[config.mk]
export PLATFORM = sky130hd
export DESIGN_NAME = cpu_commit_monitor
export DESIGN_NICKNAME = d
export VERILOG_FILES = /design/src/rtl/cpu_commit_monitor.sv
export SDC_FILE = /design/constraint.sdc
export NUM_CORES = 1
export LEC_CHECK = 0
export BUFFER_PORTS_ARGS = -buffer_cell sky130_fd_sc_hd__buf_2
export CORE_MARGIN = 2
export CORE_UTILIZATION = 61
export DETAILED_ROUTE_END_ITERATION = 6
export GPL_ROUTABILITY_DRIVEN = 0
export PLACE_DENSITY = 0.86
export SLEW_MARGIN = 20
export SYNTH_ARGS = -nofsm -noshare
export SYNTH_HDL_FRONTEND = slang
export SYNTH_SLANG_ARGS = --single-unit
export TNS_END_PERCENT = 30
[constraint.sdc]
create_clock -name clk -period 7.8 [get_ports clk]
set_input_delay 0.39 -clock clk [delete_from_list [all_inputs] [get_ports clk]]
set_output_delay 0.39 -clock clk [all_outputs]
set_load 0.005 [all_outputs]
[src/rtl/cpu_commit_monitor.sv]
// ============================================================================
//  Module      : cpu_commit_monitor
//  Description : Commit observer for the mipscpu core. Counts cycles and
//                retired instructions, traces register writebacks into a
//                first-word-fall-through FIFO drained over a ready/valid
//                port, and detects the branch-to-self halt idiom.
//                Optional build macro TRACE_MEMWR_EN adds data-memory write
//                tracing (dm_* inputs, trace_kind / trace_maddr outputs).
//  Revision    : 1.0  initial release
// ============================================================================
`default_nettype none

module cpu_commit_monitor #(
    parameter int DEPTH       = 16,
    parameter int HALT_REPEAT = 3,
    parameter int CNT_W       = 32
) (
    input  logic             clk,
    input  logic             reset,
    input  logic             commit_valid,
    input  logic [31:0]      commit_pc,
    input  logic             rf_we,
    input  logic [4:0]       rf_addr,
    input  logic [31:0]      rf_wdata,
`ifdef TRACE_MEMWR_EN
    input  logic             dm_we,
    input  logic [31:0]      dm_addr,
    input  logic [31:0]      dm_wdata,
    output logic             trace_kind,
    output logic [31:0]      trace_maddr,
`endif
    output logic             trace_valid,
    input  logic             trace_ready,
    output logic [31:0]      trace_pc,
    output logic [4:0]       trace_addr,
    output logic [31:0]      trace_data,
    output logic [CNT_W-1:0] cycle_count,
    output logic [CNT_W-1:0] retire_count,
    output logic             halted,
    output logic             overflow
);

    localparam int AW   = $clog2(DEPTH);
    localparam int RC_W = $clog2(HALT_REPEAT + 1);
    localparam logic [RC_W-1:0] c_HALT_REP = RC_W'(HALT_REPEAT);
    localparam logic [RC_W-1:0] c_REP_ONE  = RC_W'(1);

    typedef enum logic [0:0] {
        RUN    = 1'b0,
        HALTED = 1'b1
    } state_t;

    state_t r_state;
    state_t w_state_next;

    logic [CNT_W-1:0] r_cycle;
    logic [CNT_W-1:0] r_retire;
    logic [31:0]      r_last_pc;
    logic [RC_W-1:0]  r_rep_cnt;
    logic [RC_W-1:0]  w_rep_next;
    logic             w_run;
    logic             w_halt_hit;

    // FIFO storage and pointers (one extra MSB distinguishes full from empty)
    logic [31:0] r_mem_pc   [DEPTH];
    logic [4:0]  r_mem_addr [DEPTH];
    logic [31:0] r_mem_data [DEPTH];
    logic [AW:0] r_wptr;
    logic [AW:0] r_rptr;
    logic        r_overflow;

    logic          w_full;
    logic          w_empty;
    logic          w_pop;
    logic          w_push_req;
    logic          w_push_ok;
    logic          w_drop;
    logic          w_collide;
    logic          w_rf_push;
    logic [AW-1:0] w_wr_idx;
    logic [AW-1:0] w_rd_idx;
    logic [4:0]    w_in_addr;
    logic [31:0]   w_in_data;

    assign w_run    = (r_state == RUN);
    assign w_wr_idx = r_wptr[AW-1:0];
    assign w_rd_idx = r_rptr[AW-1:0];
    assign w_empty  = (r_wptr == r_rptr);
    assign w_full   = (r_wptr[AW] != r_rptr[AW]) && (w_wr_idx == w_rd_idx);
    assign w_pop    = !w_empty && trace_ready;

    // Writes to $zero carry no architectural information and are never traced
    assign w_rf_push = commit_valid && rf_we && (rf_addr != 5'd0);

`ifdef TRACE_MEMWR_EN
    logic        r_mem_kind  [DEPTH];
    logic [31:0] r_mem_maddr [DEPTH];
    logic        w_mem_push;
    logic        w_in_kind;
    logic [31:0] w_in_maddr;

    // A register write wins over a simultaneous memory write; the loser is dropped
    assign w_mem_push = commit_valid && dm_we;
    assign w_push_req = w_run && (w_rf_push || w_mem_push);
    assign w_collide  = w_run && w_rf_push && w_mem_push;
    assign w_in_addr  = w_rf_push ? rf_addr  : 5'd0;
    assign w_in_data  = w_rf_push ? rf_wdata : dm_wdata;
    assign w_in_kind  = !w_rf_push;
    assign w_in_maddr = w_rf_push ? 32'd0 : dm_addr;
`else
    assign w_push_req = w_run && w_rf_push;
    assign w_collide  = 1'b0;
    assign w_in_addr  = rf_addr;
    assign w_in_data  = rf_wdata;
`endif

    // When full, a push is only accepted if the head leaves on the same edge
    assign w_push_ok = w_push_req && (!w_full || w_pop);
    assign w_drop    = (w_push_req && w_full && !w_pop) || w_collide;

    // Repeat counter saturates so a long spin never wraps back below the limit
    assign w_rep_next = (commit_pc == r_last_pc)
                      ? ((r_rep_cnt == c_HALT_REP) ? c_HALT_REP : r_rep_cnt + c_REP_ONE)
                      : c_REP_ONE;
    assign w_halt_hit = w_run && commit_valid && (w_rep_next == c_HALT_REP);

    // State register
    always_ff @(posedge clk) begin
        if (reset) begin
            r_state <= RUN;
        end else begin
            r_state <= w_state_next;
        end
    end

    // Next-state: RUN falls into HALTED on the halting commit; only reset leaves HALTED
    always_comb begin
        w_state_next = r_state;
        case (r_state)
            RUN:     if (w_halt_hit) w_state_next = HALTED;
            HALTED:  w_state_next = HALTED;
            default: w_state_next = RUN;
        endcase
    end

    // Cycle / retire counters and halt-idiom tracking, all frozen outside RUN
    always_ff @(posedge clk) begin
        if (reset) begin
            r_cycle   <= '0;
            r_retire  <= '0;
            r_last_pc <= '0;
            r_rep_cnt <= '0;
        end else if (w_run) begin
            r_cycle <= r_cycle + 1'b1;
            if (commit_valid) begin
                r_retire  <= r_retire + 1'b1;
                r_last_pc <= commit_pc;
                r_rep_cnt <= w_rep_next;
            end
        end
    end

    // FIFO pointers and sticky overflow flag
    always_ff @(posedge clk) begin
        if (reset) begin
            r_wptr     <= '0;
            r_rptr     <= '0;
            r_overflow <= 1'b0;
        end else begin
            if (w_push_ok) r_wptr <= r_wptr + 1'b1;
            if (w_pop)     r_rptr <= r_rptr + 1'b1;
            if (w_drop)    r_overflow <= 1'b1;
        end
    end

    // FIFO storage write port; contents are don't-care until a pointer covers them
    always_ff @(posedge clk) begin
        if (w_push_ok) begin
            r_mem_pc[w_wr_idx]   <= commit_pc;
            r_mem_addr[w_wr_idx] <= w_in_addr;
            r_mem_data[w_wr_idx] <= w_in_data;
`ifdef TRACE_MEMWR_EN
            r_mem_kind[w_wr_idx]  <= w_in_kind;
            r_mem_maddr[w_wr_idx] <= w_in_maddr;
`endif
        end
    end

    // Head is shown straight from storage and masked to zero while empty
    assign trace_valid  = !w_empty;
    assign trace_pc     = w_empty ? 32'd0 : r_mem_pc[w_rd_idx];
    assign trace_addr   = w_empty ? 5'd0  : r_mem_addr[w_rd_idx];
    assign trace_data   = w_empty ? 32'd0 : r_mem_data[w_rd_idx];
`ifdef TRACE_MEMWR_EN
    assign trace_kind   = w_empty ? 1'b0  : r_mem_kind[w_rd_idx];
    assign trace_maddr  = w_empty ? 32'd0 : r_mem_maddr[w_rd_idx];
`endif
    assign cycle_count  = r_cycle;
    assign retire_count = r_retire;
    assign halted       = (r_state == HALTED);
    assign overflow     = r_overflow;

endmodule

`default_nettype wire
# Yosys cells after proc, flatten, opt, wreduce, memory -nomap -nowiden
# Memory sizes are Yosys's and may differ from the RTL's. A register that Yosys moved wholly into a read port is not among the register bits.
# Cells that the tools add are included.
op_classes:
  addsub: 5
  n_eq_ne: 6
  muxes: 15
  bitwise: 1
  reduce_logical: 16
ops:
  columns: ["cell", "count"]
  rows:
  - ["$add A32 B1 Y32 const B", 2]
  - ["$mux W32", 2]
  - ["$eq A32 B32 Y1", 1]
  - ["$mux W4", 6]
  - ["$add A5 B1 Y5 const B", 2]
  - ["$logic_and A1 B1 Y1", 10]
  - ["$eq A5 B5 Y1", 1]
  - ["$mux W5", 1]
  - ["$reduce_bool A5 Y1", 1]
  - ["$eq A2 B2 Y1 const B", 2]
  - ["$eq A4 B4 Y1", 1]
  - ["$mux W2", 2]
  - ["$logic_not A1 Y1", 3]
  - ["$mux W1", 3]
  - ["$add A2 B1 Y2 const B", 1]
  - ["$pmux W1 S2", 1]
  - ["$reduce_and A2 Y1", 1]
  - ["$logic_or A1 B1 Y1", 1]
  - ["$ne A1 B1 Y1", 1]
  - ["$not A1 Y1", 1]
word_totals:
  ff_bits: 110
  mem_bits_rw: 1104
  in_bits: 74
  out_inout_bits: 136
  word_cells: 54
  n_memories: 3
memory_table:
  columns: ["name", "depth", "word_bits", "read_ports", "rd_ports_with_merged_regs", "wr", "line", "text"]
  rows:
  - ["r_mem_data", 16, 32, 1, 1, 1, "67", "logic [31:0] r_mem_data [DEPTH];"]
  - ["r_mem_pc", 16, 32, 1, 1, 1, "65", "logic [31:0] r_mem_pc [DEPTH];"]
  - ["r_mem_addr", 16, 5, 1, 1, 1, "66", "logic [4:0] r_mem_addr [DEPTH];"]

# Logic depth before layout (Yosys ltp)
depth:
  ltp_word: 7
  ltp_mapped: 7

# Least setup slack after synthesis
# OpenSTA, ideal clock, no wires.
synth_timing:
  kind: "flip-flop to flip-flop"
  start: "register r_wptr[2]"
  end: "memory r_mem_addr[0][0], enable pin"
  setup_time_ns: 0.581
  arrival_ns: 6.119
  required_ns: 7.219
  setup_slack_ns: 1.100
  path_stages_with_launch: 7
  path_buffers: 1
  path_cell_list: "dfxtp_1 -> clkbuf_1 -> xnor2_1 -> and4_1 -> a21oi_1 -> nand2_1 -> nor3_1"
synth_between:
  elab_chain_len: 7
  elab_cells_between_ends: 10
  cone_classes: "eq/ne (2); mux (2); reduce/logical (6)"
synth_lines:
  columns: ["item", "line", "text"]
  rows:
  - ["start: declaration", "68", "logic [AW:0] r_wptr;"]
  - ["start signal: assignment", "170", "if (w_push_ok) r_wptr <= r_wptr + 1'b1;"]
  - ["$eq A5 B5 Y1 / $eq A4 B4 Y1 (equally long branches)", "88, 89", null]
  - ["$logic_not A1 Y1 / $logic_and A1 B1 Y1 (equally long branches)", "90, 89", null]
  - ["$logic_and A1 B1 Y1 / $logic_not A1 Y1 (equally long branches)", "90, 118", null]
  - ["$logic_or A1 B1 Y1", "118", "assign w_push_ok = w_push_req && (!w_full || w_pop);"]
  - ["$logic_and A1 B1 Y1", "118", null]
  - ["$mux W1", "178", "if (w_push_ok) begin"]
  - ["$mux W1 (implied by the code)", "180", "r_mem_addr[w_wr_idx] <= w_in_addr;"]
  - ["end: declaration", "66", null]
# Parallel ways exist; a longest one is shown, timed or not.

==> results_dict.tcl <==
set metrics [dict create \
    end_kind "primary output" \
    cts.path.max_buffers 3 \
    clkPwrFrac_pct 39.8 \
    wl_per_cell_um 34.6 \
    clock_sink_count 1218 \
    coreArea_um2 76200 \
    critPathMaxStageDelay_ps 660 \
    ys_ff_latch 1218 \
    min_to "r_mem_data[0][5]" \
    rr_worst_depth 6 \
    htreeDepth 3 \
    cp.buffers_inverters 3 \
    synth.area.top_cells "edfxtp_1, mux4_2, dfxtp_1" \
    rows 101 \
    grtUsageMet3_pct 6.33 \
    clock_latency_ps 720 \
    drt_first_pass_iters 6 \
    setup_violations 0 \
    viasPerCell 6.95 \
    cts_hold_buf 0 \
    top_usage_layer "met2" \
    cts_buffers 112 \
    cts_tree "yes" \
    synth.most_common_cell "edfxtp_1" \
    die_w_um 282 \
    r2r_slack_ps 3490 \
    maxCapViolations 0 \
    yosys_warnings 0 \
    place_area_um2 49300 \
    syn_area_per_cell_um2 21.0 \
    fillers 4113 \
    cpMostUsedCell "mux4_2" \
    drt_iter0_drc 3618 \
    cts_resized 0 \
    rsz0062_at_grt "no" \
    slowest_stage "dfxtp_4" \
    hp-class "input pin to flip-flop" \
    async_reset_ff_share_pct 0 \
    period_needed_ps 4320 \
    internal_power_mw 10.9 \
    met2_usage_pct 53.1 \
    synthTopCellsByCount "edfxtp_1, mux4_2, dfxtp_1, nand2_1, nor2_1" \
    postCtsSetupBuffers 0 \
    fin_nets 2563 \
    path_clk_slew_ps 70 \
    critPathLaunchType "flip-flop" \
    vdd_ir_drop_max_mv 0.203 \
    post-dp-hpwl_um 59200 \
    grt_max_degree 125 \
    drc 0 \
    finalPower_mw 14.1 \
    design_area_um2 53000 \
    power_density_nw_per_um2 266 \
    cp_cell_sequence "buf_16 -> buf_12 -> mux4_2 -> mux4_2 -> and2_1 -> buf_2" \
    grt_pass1_vias 25517 \
    tightest_slew_ps 1140 \
    r2r-start "r_wptr[2]" \
    die_area_um2 79300 \
    r2r-end "r_mem_pc[4][28]" \
    maxSlewHeadroom_pct 24.1 \
    num_vias 25115 \
    yosysTopAreaCell "edfxtp_1" \
    power.leakage_nw 16.7 \
    postSynthCellCount 2240 \
    cts_root_buf "clkbuf_16" \
    crit_arrival_ps 3930 \
    switching_share_pct 22.7 \
    final-hold-violation-count 0 \
    status "complete, no violations" \
    fin_crit_sh_pct 55.4 \
    track_usage_pct 32.2 \
    start_util_pct 61.7 \
    synth.yosys.seq_area_share_pct 75.3 \
    worstPathMaxFanout 85 \
    die_h_um 282 \
    netlist_area_um2 47000 \
    critical_path_class "flip-flop to primary output" \
    slew_viol_final 0 \
    yosysUniqueCellTypes 49 \
    fmax_mhz 231 \
    switching_power_mw 3.20 \
    power_frac_seq_pct 51.2 \
    drt_wl_total_um 125000 \
    synth_nets 2321 \
    port_buffers 209 \
    area_growth_pct 12.7 \
    cp.required_ps 7410 \
    synth_edf_count 1104 \
    pwr-share-comb_pct 9.1 \
    min-delay-start "rf_wdata[5]" \
    ys.flop_type "edfxtp_1" \
    min_path_cells 1 \
    layout-drive-gt1-share_pct 30.3 \
    io_pins 210 \
    crit_family "buffers and inverters" \
    grt_pass1_wl_um 180000 \
    postRouteAntennaNets 0 \
    antenna_found_initial 15 \
    netlist.area_leader.share_pct 70.5 \
    setup_tns_ps 0 \
    overflow 0 \
    finClkSkew_ps 49.1 \
    use_met1_pct 42.1 \
]
## cells in the final DEF (no fill, tap or decap), drive strengths merged, types with 2 or more instances in the layout
cell and n:
and4b 2, o211ai 3, inv 17, mux4 345, or4 7, nor2 75
buf 242, nand2 96, xnor2 56, a21oi 47, mux2i 3, clkbuf 138
nand2b 5, and3 8, xor2 33, or3 13, nor2b 10, and2 72
ha 7, and4 7, nand4 19, nand3 23, o2111ai 2, nand4b 2
o21ai 17, clkinvlp 7, dfxtp 114, nor3 13, edfxtp 1104, clkinv 44
nor4 19, mux2 2, diode 9, bufinv 13
## area by class of cell
cell class	count	area (um2)	share of cell area (%)
Tap cell	1030	1290	2.43
Inverter	12	45.0	0.0849
Timing Repair Buffer	242	1390	2.62
Clock inverter	69	721	1.36
Multi-Input combinational cell	896	11200	21.1
Sequential cell	1218	35400	66.8
Clock buffer	138	2940	5.55
Antenna cell	9	22.5	0.0425
## layer usage
metal / share of wire, % / wire [um] / up-vias
met5: 0.084 / 105 / -
met4: 4.8 / 5960 / 16
met3: 10 / 12900 / 392
met2: 50 / 63100 / 2040
met1: 34 / 43100 / 13004
li1: - / - / 9663
## stage by stage
step	hold slack [ps]	util [%]	cells	setup slack [ps]
floorplan	448	-	2240	1100
global placement	453	64.7	3397	3950
detailed placement	460	64.7	3398	3770
CTS	25.3	69.6	3605	3440
global route	61.9	69.6	3610	3300
finish	60.6	69.6	3614	3480
## how the worst max path moves through the flow
stage	from	to	slack, ps	depth (start not counted)
final	flip-flop	trace_pc[5]	3480	6
after global routing	flip-flop	trace_pc[9]	3300	6
after CTS	flip-flop	trace_pc[5]	3440	6
after detailed placement	rf_addr[4]	r_mem_pc[4][17]	3770	7
after global placement	rf_addr[4]	r_mem_pc[4][22]	3950	7
after floorplan	r_wptr[2]	r_mem_addr[0][0]	1100	6
## sequential cells by signal (all words and copies together), names as in the netlist, named ones only
name	flops
r_last_pc	32
r_mem_data	512
r_rep_cnt	2
r_wptr	5
r_mem_addr	80
r_rptr	5
cycle_count	32
retire_count	32
halted	1
r_mem_pc	512
overflow	1
## power by group through the flow
| stage | registers, mW | logic (mW) | clock network, mW |
|---|---|---|---|
| 6_report | 7.20 | 1.28 | 5.60 |
| 5_1_grt | 7.21 | 1.35 | 5.85 |
| 4_1_cts | 7.20 | 1.29 | 5.63 |
| 3_5_place_dp | 7.34 | 1.24 | 0 |
| 3_3_place_gp | 7.36 | 1.16 | 0 |
| 2_1_floorplan | 7.32 | 0.837 | 0 |
## cells by family after synthesis
family	count (synthesis)	synth area share, %
muxes	350	16.6
AOI/OAI and AO/OA	77	0.904
DFF	1218	75.3
adders and majority gates	7	0.186
buffers and inverters	126	1.18
xor gates and xnor gates	89	1.66
and+or+nand+nor	373	4.11
No activity file was read; power rests on OpenSTA's default activity.
